==> src/rtl/fpnew_hub_sgnj_lane.sv <==
// Sign-injection lane (SGNJ/SGNJN/SGNJX) for HUB floating point behind an elastic
// valid/ready pipeline. Define HUB_LANE_SKID_EN to add a one-entry output skid register.
module fpnew_hub_sgnj_lane #(
  parameter int unsigned FpWidth     = 32,
  parameter int unsigned NumPipeRegs = 2,
  parameter int unsigned TagWidth    = 1
) (
  input  logic                    clk_i,
  input  logic                    rst_ni,
  input  logic [1:0][FpWidth-1:0] operands_i,
  input  logic [2:0]              rnd_mode_i,
  input  logic [TagWidth-1:0]     tag_i,
  input  logic                    mask_i,
  input  logic                    aux_i,
  input  logic                    in_valid_i,
  output logic                    in_ready_o,
  input  logic                    flush_i,
  output logic [FpWidth-1:0]      result_o,
  output logic [4:0]              status_o,
  output logic                    extension_bit_o,
  output logic [TagWidth-1:0]     tag_o,
  output logic                    mask_o,
  output logic                    aux_o,
  output logic                    out_valid_o,
  input  logic                    out_ready_i,
  output logic                    busy_o
);

  localparam int unsigned PayW = FpWidth + TagWidth + 2;

  function automatic logic [FpWidth-1:0] sgnj_f(input logic [FpWidth-1:0] a,
                                                input logic [FpWidth-1:0] b,
                                                input logic [2:0]         op);
    logic [FpWidth-1:0] r;
    r = a;
    case (op)
      3'b000:  r[FpWidth-1] = b[FpWidth-1];
      3'b001:  r[FpWidth-1] = ~b[FpWidth-1];
      3'b010:  r[FpWidth-1] = a[FpWidth-1] ^ b[FpWidth-1];
      default: r = a;
    endcase
    return r;
  endfunction

  logic [PayW-1:0] in_pay;
  logic [PayW-1:0] out_pay;

  assign in_pay = {sgnj_f(operands_i[0], operands_i[1], rnd_mode_i), tag_i, mask_i, aux_i};
  assign {result_o, tag_o, mask_o, aux_o} = out_pay;
  assign status_o        = 5'b00000;
  assign extension_bit_o = 1'b1;

  if (NumPipeRegs == 0) begin : g_comb
    // Pure wire-through; reset still forces the outputs to their idle values.
    logic unused_clk;
    assign unused_clk  = clk_i;
    assign in_ready_o  = out_ready_i & ~flush_i;
    assign out_valid_o = in_valid_i & ~flush_i & rst_ni;
    assign out_pay     = rst_ni ? in_pay : {PayW{1'b0}};
    assign busy_o      = 1'b0;
  end else begin : g_pipe
    localparam int unsigned Last = NumPipeRegs - 1;

    logic [NumPipeRegs-1:0] vld_q, vld_d;
    logic [PayW-1:0]        pay_q [NumPipeRegs];
    logic [PayW-1:0]        pay_d [NumPipeRegs];
    logic [NumPipeRegs:0]   rdy;
    logic                   last_rdy;

    // Ready chain: a stage can take new data when empty or when it is draining this cycle.
    always_comb begin
      rdy              = '0;
      rdy[NumPipeRegs] = last_rdy;
      for (int i = int'(NumPipeRegs) - 1; i >= 0; i--) begin
        rdy[i] = ~vld_q[i] | rdy[i+1];
      end
    end

    assign in_ready_o = rdy[0] & ~flush_i;

    // Stage advance; payloads only move with a valid token and are untouched by flush.
    always_comb begin
      vld_d = vld_q;
      pay_d = pay_q;
      if (flush_i) begin
        vld_d = '0;
      end else begin
        if (rdy[0]) begin
          vld_d[0] = in_valid_i;
          if (in_valid_i) begin
            pay_d[0] = in_pay;
          end else begin
            pay_d[0] = pay_q[0];
          end
        end else begin
          vld_d[0] = vld_q[0];
        end
        for (int i = 1; i < int'(NumPipeRegs); i++) begin
          if (rdy[i]) begin
            vld_d[i] = vld_q[i-1];
            if (vld_q[i-1]) begin
              pay_d[i] = pay_q[i-1];
            end else begin
              pay_d[i] = pay_q[i];
            end
          end else begin
            vld_d[i] = vld_q[i];
          end
        end
      end
    end

    // Stage registers.
    always_ff @(posedge clk_i or negedge rst_ni) begin
      if (!rst_ni) begin
        vld_q <= '0;
        for (int i = 0; i < int'(NumPipeRegs); i++) begin
          pay_q[i] <= '0;
        end
      end else begin
        vld_q <= vld_d;
        pay_q <= pay_d;
      end
    end

`ifdef HUB_LANE_SKID_EN
    logic            skid_vld_q, skid_vld_d;
    logic [PayW-1:0] skid_pay_q, skid_pay_d;

    // Last stage sees only the registered skid-empty flag, cutting out_ready_i from in_ready_o.
    assign last_rdy = ~skid_vld_q;

    // Skid capture: park the last-stage op when the consumer stalls, release when it is taken.
    always_comb begin
      skid_vld_d = skid_vld_q;
      skid_pay_d = skid_pay_q;
      if (flush_i) begin
        skid_vld_d = 1'b0;
      end else if (skid_vld_q) begin
        if (out_ready_i) begin
          skid_vld_d = 1'b0;
        end else begin
          skid_vld_d = 1'b1;
        end
      end else if (vld_q[Last] && !out_ready_i) begin
        skid_vld_d = 1'b1;
        skid_pay_d = pay_q[Last];
      end else begin
        skid_vld_d = 1'b0;
      end
    end

    // Skid register.
    always_ff @(posedge clk_i or negedge rst_ni) begin
      if (!rst_ni) begin
        skid_vld_q <= 1'b0;
        skid_pay_q <= '0;
      end else begin
        skid_vld_q <= skid_vld_d;
        skid_pay_q <= skid_pay_d;
      end
    end

    assign out_valid_o = skid_vld_q | vld_q[Last];
    assign out_pay     = skid_vld_q ? skid_pay_q : pay_q[Last];
    assign busy_o      = (|vld_q) | skid_vld_q;
`else
    assign last_rdy    = out_ready_i;
    assign out_valid_o = vld_q[Last];
    assign out_pay     = pay_q[Last];
    assign busy_o      = |vld_q;
`endif
  end

endmodule
==> config.mk <==
export PLATFORM = sky130hd
export DESIGN_NAME = fpnew_hub_sgnj_lane
export DESIGN_NICKNAME = d
export VERILOG_FILES = /design/src/rtl/fpnew_hub_sgnj_lane.sv
export SDC_FILE = /design/constraint.sdc
export NUM_CORES = 1
export LEC_CHECK = 0
export CORE_UTILIZATION = 39
export DETAILED_ROUTE_END_ITERATION = 12
export PLACE_DENSITY = 0.73
export SLEW_MARGIN = 20
export SYNTH_ARGS = -nofsm -noshare
export SYNTH_HDL_FRONTEND = slang
export SYNTH_SLANG_ARGS = --single-unit
==> constraint.sdc <==
create_clock -name clk_i -period 1.4 [get_ports clk_i]
set_input_delay 0.42 -clock clk_i [delete_from_list [all_inputs] [get_ports clk_i]]
set_output_delay 0.42 -clock clk_i [all_outputs]
set_load 0.01 [all_outputs]
==> results of run 1 <==
-- worst min-delay path by stage --
stage / to / slack (ns) / cells after the start
after floorplan: g_pipe.pay_q[35] / 0.12 / 0
after global placement: g_pipe.pay_q[48] / 0.33 / 1
after detailed placement: g_pipe.pay_q[48] / 0.33 / 1
after CTS: out_pay[34] / 0.49 / 2
after global routing: g_pipe.vld_q[1] / 0.42 / 3
final: g_pipe.vld_q[1] / 0.41 / 3
-- final cells by class --
cell class,instances,area share [%]
well taps,102,2.981
clock inverters,7,1.870
repair buffers,114,24.34
flip-flops and latches,72,42.08
multi-input cells,95,25.75
clock buffers,9,2.893
inverters,1,0.08767
-- worst max-delay path, cell delays in order, from the launching register on --
cell,delay (ns)
dfrtp_1,0.40
buf_6,0.12
and3b_1,0.17
nor2_1,0.09
buf_2,0.13
-- placed cells by master, fill, tap and decap left out, drive strengths merged --
| master | count |
|---|---|
| dlygate4sd2 | 1 |
| clkinv | 2 |
| o221ai | 1 |
| clkdlybuf4s50 | 40 |
| mux2 | 69 |
| xnor2 | 1 |
| inv | 3 |
| conb | 6 |
| clkbuf | 21 |
| a2bb2oi | 1 |
| nor2 | 5 |
| dlygate4sd3 | 1 |
| nor3b | 1 |
| nand4b | 1 |
| bufinv | 1 |
| dlymetal6s2s | 1 |
| nor2b | 2 |
| or2 | 2 |
| nand2 | 2 |
| clkinvlp | 2 |
| nand3b | 2 |
| dfrtp | 72 |
| or4b | 1 |
| buf | 59 |
| and3b | 1 |
-- kinds of logic (layout without fill, tap and decap cells) --
logic type,Yosys count,in the layout,synth area share (%)
XOR/XNOR,1,1,0.2843
flip-flops,72,72,58.47
buffers and inverters,45,131,11.21
multiplexers,69,69,25.21
other,2,6,0.2437
AO/OA/AOI/OAI,2,2,0.5685
AND/OR/NAND/NOR,17,17,4.020
-- sequential cells by signal (all words and copies together) (netlist names) --
name and count:
g_pipe.pay_q 35, g_pipe.vld_q 2, out_pay 35
-- power by group through the flow --
stage	clock, mW	sequential [mW]	combinational, mW
2_1_floorplan	0	2.75	1.06
4_1_cts	1.72	2.79	1.62
3_3_place_gp	0	2.79	1.53
3_5_place_dp	0	2.81	1.57
5_1_grt	1.81	2.84	1.67
6_report	1.67	2.78	1.56
-- timing repair --
action | in CTS | in global routing
hold buffers | 1 | 0
hold endpoints to repair | 17 | 0
resized for setup | 176 | 26
gates cloned | 3 | 1
setup buffers | 8 | 7
endpoints found under the setup margin | 108 | 91
pin swaps | 3 | 3
-- per-layer routing --
layer | wire (µm) | vias to the layer above | part of all wire (%) | track usage (%)
li1 | - | 838 | - | -
met3 | 184 | 8 | 3.0 | 4.040
met4 | 104 | 0 | 1.7 | 7.143
met1 | 2755 | 938 | 46 | 19.99
met5 | 0 | - | 0 | 0
met2 | 3009 | 49 | 50 | 24.87
==> impl_metrics.tcl, run 1 <==
set metrics [dict create \
    run_status "finished with violations" \
    violations "setup timing" \
    area_growth_pct 38.94 \
    global_route.usage.total_pct 15.63 \
    critical_path_required_ns 0.98 \
    synth-seq-cells 72 \
    placed_area_um2 3882 \
    clock-sinks 72 \
    min-delay-start "flush_i" \
    vias 1833 \
    ir_drop_uv 592.4 \
    setup_violations 73 \
    worstSetupStartpointType "flip-flop" \
    r2r_end "out_pay[18]" \
    io_pins 119 \
    grt_pass1_wl_um 9860 \
    hold_viol 0 \
    combinationalPowerShare_pct 25.9 \
    seq_power_share_pct 46.4 \
    seqCellArea_um2 1802 \
    ant_nets 0 \
    avgRoutedWirePerCell_um 15.13 \
    syn_area_um2 3082 \
    clock-skew-final_ns 0.01017 \
    dieWidth_um 90.89 \
    num-fill-cells 667 \
    grt_overflow 0 \
    cp-startpoint "g_pipe.vld_q[1]" \
    fp.dieH_um 90.89 \
    ys_seq_area_share_pct 58.47 \
    antenna_found_initial 0 \
    endpoint_kind "primary output" \
    gp_congestion 0.7136 \
    fp-row-count 32 \
    dpl.cell_count 367 \
    htree_levels 3 \
    place_hpwl_um 3703 \
    tritoncts "built" \
    synth_cell_types 21 \
    slew_violations 0 \
    synth.most_common_cell "dfrtp_1" \
    clk_pin_slew_ns 0.08 \
    power.switching_mw 1.634 \
    pre_cts_ws_ns -0.7579 \
    vias_per_cell 4.583 \
    r2r_slack_ns -0.26 \
    r2r_cells 7 \
    drc 0 \
    drtIter0Drc 32 \
    fin_setup_tns_ns -13.83 \
    synth_ff_type "dfrtp_1" \
    grt_max_degree 29 \
    ys_async_sr_fraction_pct 100.0 \
    maxCapViolations 0 \
    synth_commonest_cells "72 x dfrtp_1, 67 x mux2_2, 41 x buf_4" \
    stdcell_area_um2 4282 \
    yosys.area.top_type "dfrtp_1" \
    avgSynthCellArea_um2 14.82 \
    p_sw_share_pct 27.21 \
    dr.pass1.iters 4 \
    syn_inst 208 \
    p_leak_nw 1.980 \
    synth_top_area_share_pct 58.47 \
    layoutNonFillerInstCount 400 \
    grt_pass1_vias 1939 \
    initial_utilization_pct 40.09 \
    pwr-share-clk_pct 27.7 \
    insertedDiodeCount 0 \
    arrival_ns 1.25 \
    cts_buffers 9 \
    path_class "flip-flop to primary output" \
    synth-edff-count 0 \
    fin_crit_ns 1.672 \
    synth_area_leaders "dfrtp_1 58%, mux2_2 24%, buf_4 10%, buf_6 1.1%, mux2_1 0.73%" \
    core_um2 7687 \
    regToRegStartpoint "g_pipe.vld_q[1]" \
    die_area_um2 8261 \
    nets 368 \
    final_core_util_pct 55.70 \
    worstSetupEndpoint "in_ready_o" \
    root_buffer "clkbuf_8" \
    multi_input_area_um2 1102 \
    period_share_pct 119.4 \
    clockBufferDepth 2 \
    port_buffers 81 \
    drive_above_1_share_pct 54.70 \
    min_path_type "input port to flip-flop" \
    internal-power_mw 4.372 \
    holdWs_ns 0.4092 \
    finalWorstSetupSlack_ns -0.2716 \
    insertion_delay_ns 0.35 \
    p_total_mw 6.006 \
    routed_wl_um 6053 \
    rsz0062_at_grt "true" \
    synth_warnings 0 \
    powerDensity_nw_per_um2 1403 \
    max_freq_mhz 598.2 \
    worst-path-max-fanout 3 \
]
Note: power is estimated with default switching activity, not from simulation.
==> run 2: changes to the inputs <==
--- a/config.mk
+++ b/config.mk
@@ -8,7 +8,6 @@
 export CORE_UTILIZATION = 39
 export DETAILED_ROUTE_END_ITERATION = 12
 export PLACE_DENSITY = 0.73
-export SLEW_MARGIN = 20
 export SYNTH_ARGS = -nofsm -noshare
 export SYNTH_HDL_FRONTEND = slang
 export SYNTH_SLANG_ARGS = --single-unit
==> results of run 2 <==
The final DEF is identical to that of run 1; final timing and power are the same.
